File: config.mk
export PLATFORM = sky130hd
export DESIGN_NAME = ioctl_upload_server
export DESIGN_NICKNAME = d
export VERILOG_FILES = /design/src/rtl/rcastudio_pkg.sv /design/src/rtl/ioctl_upload_server.sv
export SDC_FILE = /design/constraint.sdc
export NUM_CORES = 1
export LEC_CHECK = 0
export ABC_CLOCK_PERIOD_IN_PS = 4000
export CAP_MARGIN = 5
export CORE_ASPECT_RATIO = 1.4
export CORE_MARGIN = 2
export CORE_UTILIZATION = 28
export DETAILED_ROUTE_END_ITERATION = 10
export SYNTH_ARGS = -nofsm -noshare
export SYNTH_HDL_FRONTEND = slang
export SYNTH_SLANG_ARGS = --single-unit
File: constraint.sdc
create_clock -name clk -period 4 [get_ports clk]
set_clock_uncertainty 0.2 [all_clocks]
set_input_delay 0.8 -clock clk [delete_from_list [all_inputs] [get_ports clk]]
set_output_delay 0.8 -clock clk [all_outputs]
set_load 0.005 [all_outputs]
File: src/rtl/rcastudio_pkg.sv
// Shared declarations for the Studio II core.
//   upl_state_t     : upload server sequencer states
//   UPL_FILL_BYTE   : byte returned for addresses outside core memory
//   UPL_IDX_CARTRAM : ioctl_index of the cartridge RAM save slot
package rcastudio_pkg;

  typedef enum logic [1:0] {
    IDLE = 2'd0,
    REQ  = 2'd1,
    FILL = 2'd2
  } upl_state_t;

  localparam logic [7:0] UPL_FILL_BYTE   = 8'hFF;
  localparam logic [7:0] UPL_IDX_CARTRAM = 8'h01;

endpackage

File: src/rtl/ioctl_upload_server.sv
// HPS upload server: answers ioctl_rd strobes of a matching upload session
// with bytes fetched from core memory over a req/ack port.
//
// Ports
//   clk, reset_n              : core clock, asynchronous active-low reset
//   ioctl_upload, ioctl_index : session control from the HPS
//   ioctl_rd, ioctl_addr      : single-cycle read strobe and byte address
//   ioctl_din, ioctl_wait     : returned byte and host stall
//   mem_req, mem_addr         : memory read request, held until mem_ack
//   mem_ack, mem_rdata        : one-cycle acknowledge with data
//   active, done              : session selected / one-cycle end-of-session pulse
//   byte_count                : bytes served this session (saturating)
module ioctl_upload_server
  import rcastudio_pkg::*;
#(
  parameter logic [7:0] UPLOAD_INDEX = UPL_IDX_CARTRAM,
  parameter int         MEM_SIZE     = 4096,
  parameter int         AW           = 12
) (
  input  logic          clk,
  input  logic          reset_n,
  input  logic          ioctl_upload,
  input  logic [7:0]    ioctl_index,
  input  logic          ioctl_rd,
  input  logic [24:0]   ioctl_addr,
  output logic [7:0]    ioctl_din,
  output logic          ioctl_wait,
  output logic          mem_req,
  output logic [AW-1:0] mem_addr,
  input  logic          mem_ack,
  input  logic [7:0]    mem_rdata,
  output logic          active,
  output logic          done,
  output logic [24:0]   byte_count
);

  localparam logic [24:0] MEM_LIMIT = 25'(MEM_SIZE);

  function automatic logic [24:0] sat_inc(input logic [24:0] v);
    return (&v) ? v : v + 25'd1;
  endfunction

  upl_state_t state;
  logic       aborted;
  logic       active_d;

  // Session select before the output register; used to react to a session
  // ending in the same cycle that active drops.
  assign active_d = ioctl_upload && (ioctl_index == UPLOAD_INDEX);

  always_ff @(posedge clk or negedge reset_n) begin
    if (!reset_n) begin
      state      <= IDLE;
      aborted    <= 1'b0;
      ioctl_din  <= 8'h00;
      ioctl_wait <= 1'b0;
      mem_req    <= 1'b0;
      mem_addr   <= '0;
      active     <= 1'b0;
      done       <= 1'b0;
      byte_count <= '0;
    end else begin
      active <= active_d;
      done   <= active && !active_d;

      case (state)
        IDLE: begin
          if (ioctl_rd && active) begin
            ioctl_wait <= 1'b1;
            if (ioctl_addr < MEM_LIMIT) begin
              mem_addr <= ioctl_addr[AW-1:0];
              mem_req  <= 1'b1;
              aborted  <= 1'b0;
              state    <= REQ;
            end else begin
              state <= FILL;
            end
          end
        end

        REQ: begin
          // A session ending mid-request releases the host at once, but the
          // request stays up until the arbiter acks so it never sees a drop.
          if (!active_d) begin
            ioctl_wait <= 1'b0;
            aborted    <= 1'b1;
          end
          if (mem_ack) begin
            mem_req    <= 1'b0;
            ioctl_wait <= 1'b0;
            state      <= IDLE;
            if (!aborted && active_d) begin
              ioctl_din  <= mem_rdata;
              byte_count <= sat_inc(byte_count);
            end
          end
        end

        FILL: begin
          ioctl_wait <= 1'b0;
          state      <= IDLE;
          if (active_d) begin
            ioctl_din  <= UPL_FILL_BYTE;
            byte_count <= sat_inc(byte_count);
          end
        end

        default: state <= IDLE;
      endcase

      // New session: restart the count (overrides any increment above).
      if (active_d && !active) begin
        byte_count <= '0;
      end
    end
  end

endmodule

==> results of run 1 <==
[worst max-delay path, stage by stage]
cell,delay [ns]
clkdlybuf4s50_1,0.40
or4b_4,0.60
nor3_4,0.34
o311ai_1,0.37
or4_1,0.49
a21oi_1,0.16
[metal layers]
metal | GRT usage | vias up | wire length, um
met5 | 0 | - | 0
met2 | 0.236 | 63 | 3380
li1 | - | 1156 | -
met1 | 0.167 | 1135 | 2830
met3 | 0.0323 | 8 | 325
met4 | 0.0377 | 0 | 82
[per-stage QoR]
stage          total power [mW]  cells  instance area, um^2  setup WS (ns)
6_report                   1.03    466                 3800          0.852
2_1_floorplan             0.552    261                 2590           1.28
3_3_place_gp              0.612    457                 3650          0.625
4_1_cts                    1.04    465                 3800          0.828
5_1_grt                    1.07    466                 3800          0.709
3_5_place_dp              0.613    457                 3650          0.540
[cell families after synthesis]
logic type | Yosys count | share of synthesized area
adder cells (fa/ha/maj) | 4 | 0.0193
AND/OR/NAND/NOR | 108 | 0.226
flip-flops | 52 | 0.503
buffers and inverters | 13 | 0.0198
XOR/XNOR | 3 | 0.0102
multiplexers | 13 | 0.0561
AO/OA/AOI/OAI | 68 | 0.165
[synthesized netlist by cell type]
master	instances	area, um^2
nor3_1	2	10.0
or4_1	6	45.0
or4b_4	1	13.8
clkbuf_1	6	22.5
and3_1	2	12.5
dfrtp_1	52	1300
o311ai_1	2	17.5
nand2_1	25	93.8
and2_1	3	18.8
nand2b_1	2	12.5
o211ai_1	1	7.51
or3b_2	1	8.76
ha_1	4	50.1
a22oi_1	1	7.51
xnor2_1	2	17.5
a2111o_1	1	11.3
mux2_2	12	135
o21ba_2	1	10.0
o22a_1	1	8.76
o31ai_2	1	12.5
a22o_1	1	8.76
a2111oi_4	1	27.5
nand3b_1	1	7.51
inv_1	5	18.8
a21oi_1	22	110
o31ai_1	6	45.0
buf_2	2	10.0
and4_1	3	26.3
nand4_1	7	43.8
nor3_4	1	16.3
nand3_1	9	45.0
nor2_1	20	75.1
a211oi_1	2	15.0
o21ai_0	26	130
or2_2	3	18.8
o2bb2ai_1	1	8.76
nor4_1	4	25.0
nor2b_1	3	18.8
or3_1	15	93.8
mux2i_1	1	10.0
xor2_1	1	8.76
o21a_1	1	7.51
[layout make-up]
class	count	area (um^2)
Inverter	5	18.8
Fill cell	861	5170
Multi-Input combinational cell	196	1240
Tap cell	107	134
Timing Repair Buffer	98	963
Sequential cell	52	1300
Clock inverter	2	16.3
Clock buffer	6	129
[worst min-delay path by stage]
| stage | to | slack (ns) | depth (start not counted) |
|---|---|---|---|
| floorplan | ioctl_din[0] | 0.27 | 2 |
| global placement | ioctl_din[4] | 0.27 | 2 |
| detailed placement | ioctl_din[4] | 0.27 | 2 |
| CTS | ioctl_din[4] | 0.29 | 2 |
| global route | ioctl_din[0] | 0.32 | 2 |
| finish | ioctl_din[5] | 0.28 | 2 |
[power by group through the flow]
stage | clock network [mW] | logic, mW | registers, mW
2_1_floorplan | 0 | 0.0136 | 0.539
3_3_place_gp | 0 | 0.0734 | 0.539
3_5_place_dp | 0 | 0.0740 | 0.539
4_1_cts | 0.437 | 0.0743 | 0.529
5_1_grt | 0.464 | 0.0801 | 0.529
6_report | 0.425 | 0.0724 | 0.529
[sequential cells by signal, indices dropped and copies added, names as in the netlist, 2 cells and up]
register / flops
byte_count: 25
mem_addr: 12
ioctl_din: 8
state: 2
==> metrics.cfg, run 1 <==
[clocking]
cts_tree = yes
clock_sinks = 52
clock_latency_ns = 0.29
cts_root_buffer = clkbuf_16
postCtsResizedCells = 0
clk_path_buf_depth = 2
cts_setup_buffers = 0
ctsHtreeMaxLevel = 2
clkSlewWorstSetupHoldPaths_ns = 0.07
cts_buffers = 5
cts_hold_buf = 0

[synthesis]
synthCells = 261
syn-num-nets = 311
synth-seq-cells = 52
avgSynthCellArea_um2 = 9.91
synth.distinct_cells = 42
netlist_area_um2 = 2590
ys_seq_area_frac = 0.503
yosys_warnings = 0

[sta]
final.setup.tns_ns = 0
timing.final.crit_share = 0.787
hold_ws_ns = 0.283
post-route-min-period_ns = 3.15
rsz0062_at_grt = false
relSlewSlack = 0.288
tightest_slew_ns = 1.05
finalMaxSlewViolations = 0
fmax_mhz = 318
setup_viol_count_final = 0
timing.final.hold_violations = 0

[worst_hold_path]
hp-class = reg2reg
worstHoldStart = ioctl_din[5]

[routing]
drcViolationCount = 0
drt-total-wl_um = 6620
vias_per_cell = 5.07
ant_nets = 0
drtIter0Drc = 112
wl_per_cell_um = 14.2
num_vias = 2362
first_pass_iters = 4

[global_route]
track_usage = 0.136
grt_max_degree = 35
grt_pass1_vias = 2379
grt_pass1_wl_um = 11300
grt_overflow_total = 0
antenna_found_initial = 0

[setup_path]
reg2reg_slack_ns = 1.26
r2r-start = state[0]
arrival_ns = 3.16
critical_path_class = in2reg
worst_ep_required_time_ns = 4.01
r2r-end = byte_count[19]
reg2reg_depth = 7
start_kind = input port
path_max_fanout = 11
worstSetupEndpointType = flop
cp-endpoint = byte_count[16]
cp-startpoint = ioctl_index[4]

[floorplan]
core_area_um2 = 8980
die_x_um = 85.2
ios = 95
die_area_um2 = 10000
initial_core_util = 0.288
die_y_um = 118
rows = 41

[cells_and_area]
nets = 408
final_common_cell = clkdlybuf4s50_1
drive_above_1_share = 0.0947
diodes = 0
syn2layout_area_growth_pct = 47.0
final_util = 0.424
mostFrequentLayoutCells = clkdlybuf4s50_1 (93), dfrtp_1 (52), o21ai_0 (26), nand2_1 (25), a21oi_1 (22)

[power_and_ir_drop]
p_seq_frac = 0.515
combPwrFrac = 0.071
clkPwrFrac = 0.414
power_switching_uw = 219
power.internal_uw = 807
swShare = 0.214
p_leak_nw = 1.52
vdd_drop_max_v = 0.000162
power_density_nw_per_um2 = 270

[run_status]
outcome = completed

[place]
place_hpwl_um = 4960
place_congestion = 0.796
port_buffers = 94

[run]
cap_violations = 0

Note: power is estimated with default switching activity, not from simulation.
==> run 2: changes to the inputs <==
- ABC_CLOCK_PERIOD_IN_PS: 4000 -> 2700
- clock period: 4 -> 2.7 ns (I/O delays scaled with it)
==> run 2 against run 1 <==
Net effect:
- worst hold slack got worse by 0.26 ns
- first-iteration DRC count fell by 24%
- via count rose by 2.4%
- register-to-register slack got worse by 1.1 ns
- critical endpoint is now byte_count[4]
- highest routed layer unchanged
==> metrics.cfg, run 2 (synthesized netlist as in run 1, its figures left out) <==
[run_status]
outcome = completed

[routing]
num_vias = 2418
drtIter0Drc = 85
first_pass_iters = 5
vias_per_cell = 5.00
drt-total-wl_um = 6870
drcViolationCount = 0
ant_nets = 0
wl_per_cell_um = 14.2

[setup_path]
critical_path_buf_inv_count = 2
path_max_fanout = 6
worstSetupPathDepth = 7
reg2reg_depth = 9
r2r-start = state[1]
crit_chain = clkdlybuf4s50_1 > or3b_4 > a2111oi_4 > o31ai_4 > buf_12 > or3_1 > a21oi_1
start_kind = input port
r2r-end = byte_count[16]
path_delay_family = simple AND/OR/NAND/NOR gates
worst_ep_required_time_ns = 2.72
critPathMaxStageDelay_ns = 0.44
critical_path_class = in2reg
critPathSlowestCell = or3b_4
arrival_ns = 2.62
cp-endpoint = byte_count[4]
reg2reg_slack_ns = 0.15
cp-startpoint = ioctl_index[1]
worstSetupEndpointType = flop

[cells_and_area]
drive_above_1_share = 0.149
largest_reg_flops = 25
nets = 426
ff_latch_area_um2 = 1300
final_common_cell = clkdlybuf4s50_1
multi_input_area_um2 = 1270
final_util = 0.449
reg_top3 = byte_count (25), mem_addr (12), ioctl_din (8)
regMostFlops = byte_count
instances_no_fill = 484
diodes = 0
nFillCells = 861
mostFrequentLayoutCells = clkdlybuf4s50_1 (88), dfrtp_1 (52), o21ai_0 (26), nand2_1 (25)
syn2layout_area_growth_pct = 55.7

[clocking]
cts_tree = yes
cts_root_buffer = clkbuf_16
clock_latency_ns = 0.29
ctsHtreeMaxLevel = 2
clkSlewWorstSetupHoldPaths_ns = 0.07
cts_buffers = 5
clock_sinks = 52
clk_path_buf_depth = 2

[global_route]
grt_max_degree = 24
grt_overflow_total = 0
antenna_found_initial = 0
grt_pass1_vias = 2424
track_usage = 0.139
grt_pass1_wl_um = 11400

[floorplan]
rows = 41
die_y_um = 118
initial_core_util = 0.288
die_x_um = 85.2
core_area_um2 = 8980
ios = 95
die_area_um2 = 10000

[sta]
relSlewSlack = 0.646
final.setup.tns_ns = 0
timing.final.crit_share = 0.964
post-route-min-period_ns = 2.60
tightest_slew_ns = 0.530
worst_slack_ns = 0.0968
fmax_mhz = 384
finalMaxSlewViolations = 0
setup_viol_count_final = 0
rsz0062_at_grt = false
timing.final.hold_violations = 0

[place]
place_congestion = 0.812
port_buffers = 94
placedCellCount = 472
dp_slack_ns = -0.306
place_hpwl_um = 5200

[power_and_ir_drop]
power_density_nw_per_um2 = 400
vdd_drop_max_v = 0.000333
p_leak_nw = 1.69

[worst_hold_path]
hp-class = in2async

[run]
cap_violations = 0

## run 2: how the worst min path moves through the flow
stage / startpoint / endpoint / slack (ns)
after floorplan: reset_n / aborted / 0.04
after global placement: ioctl_din[4] / ioctl_din[4] / 0.26
after detailed placement: ioctl_din[3] / ioctl_din[3] / 0.28
after CTS: reset_n / mem_addr[1] / 0.05
after global routing: reset_n / mem_addr[0] / 0.06
final: reset_n / mem_addr[1] / 0.02
## run 2: where the power goes
group | switching, mW | internal (mW) | leakage, nW | total, mW
registers | 0.00252 | 0.781 | 0.712 | 0.783
logic | 0.0406 | 0.0712 | 0.893 | 0.112
clock network | 0.279 | 0.437 | 0.0808 | 0.715
total | 0.322 | 1.29 | 1.69 | 1.61
## run 2: area by class of cell
class | instances | area share
Clock inverter | 2 | 0.00870
Sequential cell | 52 | 0.323
Timing Repair Buffer | 116 | 0.284
Inverter | 5 | 0.00466
Clock buffer | 6 | 0.0320
Multi-Input combinational cell | 196 | 0.315
Tap cell | 107 | 0.0332
## run 2: repair_timing
| action | 4_1_cts | 5_1_grt |
|---|---|---|
| gates resized for setup | 2 | 9 |
| buffers inserted | 0 | 3 |
| pin swaps | 1 | 5 |
| setup endpoints to repair | 1 | 8 |
| cloned | 0 | 1 |
| hold buffers | 0 | 0 |
## run 2: through the flow
stage | area, um^2 | hold WS (ns) | power, mW
after global routing | 4030 | 0.0597 | 1.68
after global placement | 3780 | 0.265 | 0.909
after floorplan | 2590 | 0.0444 | 0.818
after CTS | 3950 | 0.0478 | 1.63
final | 4030 | 0.0221 | 1.61
after detailed placement | 3780 | 0.275 | 0.910
## run 2: layer usage
metal / share of wire / vias to the layer above / global-route usage
met5: 0 / - / 0
met4: 0.011 / 0 / 0.0407
met3: 0.044 / 6 / 0.0302
met2: 0.52 / 56 / 0.246
met1: 0.43 / 1164 / 0.167
li1: - / 1192 / -
## run 2: worst reg2reg max path, delay by kind of cell (launching register included)
family	cells	cell delay, ns
and+or+nand+nor	2	0.59
AOI/OAI and AO/OA	3	0.55
buffers and inverters	3	0.47
DFF	1	0.42
adders and majority gates	1	0.25
==> run 3: changes to the inputs <==
- CORE_MARGIN: 2 -> 1
- CORE_UTILIZATION: 28 -> 25
==> run 3 against run 2 <==
Net effect:
- worst setup slack worse by 0.052 ns
- combinational power about the same
- utilization down 4.0 points
- count of clock-buffer cells in the layout stayed put
- total power up 2.6%
- global-route usage is 0.17 points higher
- sequential power about the same
==> metrics.cfg, run 3 (synthesized netlist as in run 1, its figures left out) <==
[cells_and_area]
diodes = 0
reg_top3 = byte_count (25), mem_addr (12), ioctl_din (8)
largest_reg_flops = 25
nets = 431
nFillCells = 1008
mostFrequentLayoutCells = clkdlybuf4s50_1 (89), dfrtp_1 (52), o21ai_0 (26), buf_4 (26), nand2_1 (25)
syn2layout_area_growth_pct = 58.1
regMostFlops = byte_count
ff_latch_area_um2 = 1300
final_util = 0.409
final_common_cell = clkdlybuf4s50_1
drive_above_1_share = 0.160
multi_input_area_um2 = 1260
postLayoutCellArea_um2 = 4090

[setup_path]
worstSetupEndpointType = flop
arrival_ns = 2.68
critPathMaxStageDelay_ns = 0.58
worst_ep_required_time_ns = 2.73
reg2reg_slack_ns = 0.08
crit_chain = clkdlybuf4s50_1 > nand3b_1 > a2111oi_4 > nand4_1 > or4_1 > a21oi_2
path_delay_family = simple AND/OR/NAND/NOR gates
critical_path_buf_inv_count = 1
start_kind = input port
path_max_fanout = 3
critPathSlowestCell = or4_1
critical_path_class = in2reg

[global_route]
grt_max_degree = 29
track_usage = 0.141
grt_pass1_wl_um = 11700
grt_overflow_total = 0
grt_pass1_vias = 2459
antenna_found_initial = 0

[clocking]
cts_buffers = 5
ctsHtreeMaxLevel = 2
clock_latency_ns = 0.29
cts_root_buffer = clkbuf_16
clock_sinks = 52
cts_hold_buf = 0
cts_tree = yes
clkSlewWorstSetupHoldPaths_ns = 0.07
clk_path_buf_depth = 2

[place]
post_dp_cell_area_um2 = 3860
place_congestion = 0.768
dp_slack_ns = -0.401
place_hpwl_um = 5440
port_buffers = 94

[routing]
ant_nets = 0
drt-total-wl_um = 7190
num_vias = 2475
vias_per_cell = 4.79
wl_per_cell_um = 13.9
drcViolationCount = 0
drtIter0Drc = 120
first_pass_iters = 4

[power_and_ir_drop]
finalPower_mw = 1.65
p_leak_nw = 1.69
power_density_nw_per_um2 = 404
vdd_drop_max_v = 0.000204

[floorplan]
initial_core_util = 0.259
ios = 95
die_x_um = 88.0
core_area_um2 = 10000
die_y_um = 122
rows = 43
die_area_um2 = 10800

[sta]
post-route-min-period_ns = 2.65
timing.final.hold_violations = 0
timing.final.crit_share = 0.983
relSlewSlack = 0.593
worst_slack_ns = 0.0452
setup_viol_count_final = 0
tightest_slew_ns = 0.610
finalMaxSlewViolations = 0
final.setup.tns_ns = 0
fmax_mhz = 377

[worst_hold_path]
hp-class = in2async

[run_status]
outcome = completed

[run]
cap_violations = 0

==> run 3: power breakdown <==
part	switching, mW	internal (mW)
combinational	0.0406	0.0717
clock	0.293	0.465
sequential	0.00245	0.781
==> run 3: cell type report <==
type / instances / area share
Clock buffer: 6 / 0.0339
Inverter: 5 / 0.00459
Tap cell: 135 / 0.0413
Clock inverter: 2 / 0.00948
Timing Repair Buffer: 121 / 0.284
Multi-Input combinational cell: 196 / 0.309
Sequential cell: 52 / 0.318
==> run 3: path summary, 6_finish.rpt <==
path / startpoint / depth (start not counted) / to
setup / recovery: mem_ack / 6 / byte_count[20]
hold / removal: reset_n / 1 / byte_count[15]
setup reg to reg: state[1] / 7 / byte_count[20]
hold reg to reg: ioctl_din[7] / 2 / ioctl_din[7]
max in group asynchronous: reset_n / 2 / ioctl_din[2]
min in group clk: ioctl_din[7] / 2 / ioctl_din[7]
==> run 3: timing repair <==
action | 4_1_cts | 5_1_grt
buffers inserted | 1 | 2
pin swaps | 1 | 11
resized for setup | 2 | 7
endpoints found under the setup margin | 3 | 10
cloned | 0 | 0
==> run 3: worst reg2reg max path, cell delays in order (launching register included) <==
cell and delay, ns:
dfrtp_1 0.41, inv_1 0.09, ha_1 0.23, nand3b_1 0.20, a2111oi_4 0.51, nand4_1 0.21
or4_1 0.58, a21oi_2 0.13
==> run 3: metrics by stage <==
step | hold WS [ns] | std cells
final | 0.0526 | 517
after global routing | 0.108 | 517
after CTS | 0.0797 | 515
after detailed placement | 0.280 | 506
after global placement | 0.264 | 506
after floorplan | 0.0444 | 261
==> run 3: layer usage <==
layer | vias to the layer above | track usage | wire length, um
li1 | 1202 | - | -
met1 | 1196 | 0.162 | 3000
met2 | 70 | 0.252 | 3730
met3 | 7 | 0.0343 | 377
met4 | 0 | 0.0461 | 88
met5 | - | 0 | 0
